===== config.mk =====
export PLATFORM = sky130hd
export DESIGN_NAME = sat_counter
export DESIGN_NICKNAME = d
export VERILOG_FILES = /design/src/rtl/sat_counter.sv
export SDC_FILE = /design/constraint.sdc
export NUM_CORES = 1
export LEC_CHECK = 0
export BUFFER_PORTS_ARGS = -buffer_cell sky130_fd_sc_hd__buf_2
export CAP_MARGIN = 25
export CORE_AREA = 2 2 39 41
export CTS_BUF_LIST = sky130_fd_sc_hd__clkbuf_4
export DETAILED_ROUTE_END_ITERATION = 7
export DIE_AREA = 0 0 41 43
export GPL_TIMING_DRIVEN = 0
export HOLD_SLACK_MARGIN = 0.06
export SYNTH_ARGS = -nofsm -noshare
export SYNTH_HDL_FRONTEND = slang
export SYNTH_SLANG_ARGS = --single-unit

===== constraint.sdc =====
create_clock -name clk -period 1.3 [get_ports clk]
set_input_delay 0.13 -clock clk [delete_from_list [all_inputs] [get_ports clk]]
set_output_delay 0.13 -clock clk [all_outputs]
set_load 0.02 [all_outputs]

===== src/rtl/sat_counter.sv =====
// Saturating up-counter with synchronous clear; an increment on the clear edge yields 1.
module sat_counter #(
    parameter int unsigned WIDTH = 8
) (
    input  logic             clk,
    input  logic             rst,
    input  logic             inc,
    input  logic             clr,
    output logic [WIDTH-1:0] count
);

    localparam logic [WIDTH-1:0] MAX = '1;

    always_ff @(posedge clk or negedge rst) begin
        if (!rst) begin
            count <= '0;
        end else if (clr) begin
            count <= inc ? WIDTH'(1) : '0;
        end else if (inc && count != MAX) begin
            count <= count + WIDTH'(1);
        end
    end

endmodule


==> results_dict.tcl <==
set metrics [dict create \
    synth_enable_flop_cells 0 \
    clock_tree_from_tritoncts "built" \
    antennaDiodeCount 0 \
    first_pass_iters 3 \
    grt_antenna_before_repair 0 \
    clock_sinks 8 \
    hold_class "input port to flop" \
    finalSetupViolations 0 \
    cts_clk_pin_slew_worst_paths_ps 50 \
    cts_root_buf "clkbuf_4" \
    grt_first_pass_wirelength_um 1840 \
    worst-slew-pin-transition_ps 403 \
    ctsHtreeMaxLevel 1 \
    vdd_drop_max_mv 0.651 \
    reg2regPathDepth 4 \
    hold_viol 0 \
    worstSkewPairLatency_ps 250 \
    post_synth_main_area_contributors "dfrtp_1, a21oi_1, nand2b_1" \
    die-area_um2 1760 \
    grtUsageTotal_pct 15.7 \
    dp_hpwl_um 772 \
    synth_nets 52 \
    nets 73 \
    netlist_instances 47 \
    layout_common_cells "buf_2, dfrtp_1, buf_4, a21oi_1, nand2b_1" \
    boundaryPins 12 \
    residual_drc 0 \
    netlist.top_cell.by_area "dfrtp_1" \
    max_freq_mhz 774 \
    dominantRegCellSynth "dfrtp_1" \
    synth-warning-count 0 \
    finalWorstPathRequiredPeriod_ps 1290 \
    ys_seq_area_share_pct 42.3 \
    routedWlPerCell_um 13.1 \
    worst_hold_path.num_cells 3 \
    worst_ep_required_time_ps 1420 \
    initial_core_util_pct 34.2 \
    path_max_fanout 5 \
    largest_register_ffs 8 \
    area_growth_syn_to_layout_pct 39.7 \
    avgSynthCellArea_um2 10.1 \
    timing.max_slew.rel_slack_pct 73.2 \
    die_y_um 43 \
    std_cell_rows 14 \
    numCtsBuffers 3 \
    final-max-slew-violation-count 0 \
    power.density_cell_area_nw_per_um2 849 \
    vias_in_the_first_global_route 443 \
    outcome "finished, final reports clean" \
    start_kind "flop" \
    leading_registers_by_flop_count "count: 8 flops" \
    post_synth_num_cell_types 27 \
    avgViaCountPerCell 5.33 \
    fp.dieW_um 41 \
    report.power.total_uw 561 \
    post_route_cells_drive_above_1_share_pct 45.5 \
    setup.worst_path.end_class "flop" \
    timing.max_cap.violations 0 \
    detailroute.via_count 437 \
    leakage_nw 0.283 \
    async_flop_share_pct 100 \
    hold_ws_ps 171 \
    final_global_route_overflow_total 0 \
    routabilityCongestion 0.709 \
    io_buffer_count 11 \
    ant_nets 0 \
    finClkSkew_ps 3.06 \
    critical_path_arrival_ps 1410 \
    cts_buffer_depth 2 \
    top_register "count" \
    coreArea_um2 1380 \
    syn_area_um2 473 \
    mostFrequentLayoutCell "buf_2" \
    grt_max_degree 11 \
    grt_setup_unrepaired "yes" \
    post-synth-top-area-fraction_pct 42.3 \
    count_of_routing_violations_after_the_opening_detailed_route_iteration 6 \
    timing.setup.tns_ps 0 \
    post-route-period-util_pct 99.3 \
    finalWirelength_um 1070 \
    synth-seq-cells 8 \
    criticalPathCategory "flop to flop" \
]
-- per-layer routing --
layer  GRT usage [%]  routed length, um  share of wire [%]
met1            17.2                467                 43
met2            23.8                542                 50
met3            9.42                 54                5.0
met4            6.00                 10               0.93
met5               0                  0                  0
-- what timing repair did --
| action | 4_1_cts | 5_1_grt |
|---|---|---|
| setup endpoints to repair | 4 | 4 |
| setup buffers | 4 | 0 |
| hold buffers | 1 | 0 |
| pin swaps | 0 | 0 |
| gates resized for setup | 2 | 1 |
| endpoints found under the hold margin | 8 | 0 |
-- area by class of cell --
| class | count | area (um^2) |
|---|---|---|
| Multi-Input combinational cell | 35 | 302 |
| Timing Repair Buffer | 16 | 95.1 |
| Inverter | 2 | 7.51 |
| Buffer | 2 | 11.3 |
| Tap cell | 16 | 20.0 |
| Fill cell | 128 | 723 |
| Sequential cell | 8 | 203 |
| Clock buffer | 3 | 22.5 |
-- cells by family (layout without fill, tap and decap cells) --
group	after synthesis	in the layout	share of synthesized area [%]
multiplexers	1	1	2.12
flip-flops	8	8	42.3
AO/OA/AOI/OAI	15	15	23.3
adder cells (fa/ha/maj)	1	1	2.65
AND/OR/NAND/NOR	18	18	25.7
buffers and inverters	4	23	3.97
-- metrics by stage --
stage / cell area, um^2 / setup WS [ps] / util, % / std cells
2_1_floorplan: 505 / 1.47 / - / 47
3_3_place_gp: 581 / -25.0 / 42.0 / 74
3_5_place_dp: 581 / -45.9 / 42.0 / 74
4_1_cts: 652 / 2.22 / 47.1 / 82
5_1_grt: 661 / -55.5 / 47.7 / 82
6_report: 661 / 8.60 / 47.7 / 82
-- Yosys cell counts, types with 2 or more instances --
cell / instances
dfrtp_1: 8
or3_1: 2
inv_1: 2
nand2_1: 3
a21oi_1: 5
o21ai_0: 2
nand2b_1: 4
and3_1: 2
-- path summary, 6_finish.rpt --
check | slack (ps) | startpoint | end
setup / recovery | 9 | count[0] | count[5]
hold reg to reg | 610 | count[3] | count[4]
hold / removal | 170 | clr | count[3]
setup reg to reg | 9 | count[0] | count[5]
min in group asynchronous | 250 | rst | count[4]
max in group asynchronous | 860 | rst | count[1]
-- worst max-delay path, cell delays in order, from the launching register on --
cell       delay (ps)
dfrtp_2           430
ha_4              170
and3_4            190
a2111oi_4         270
nor3b_1            80
-- report_power, final --
group / leakage [nW] / switching, mW / internal, mW
combinational: 0.163 / 0.0515 / 0.0497
sequential: 0.106 / 0.0132 / 0.260
clock: 0.0138 / 0.0809 / 0.105
total: 0.283 / 0.146 / 0.415
No activity file was read; power rests on OpenSTA's default activity.
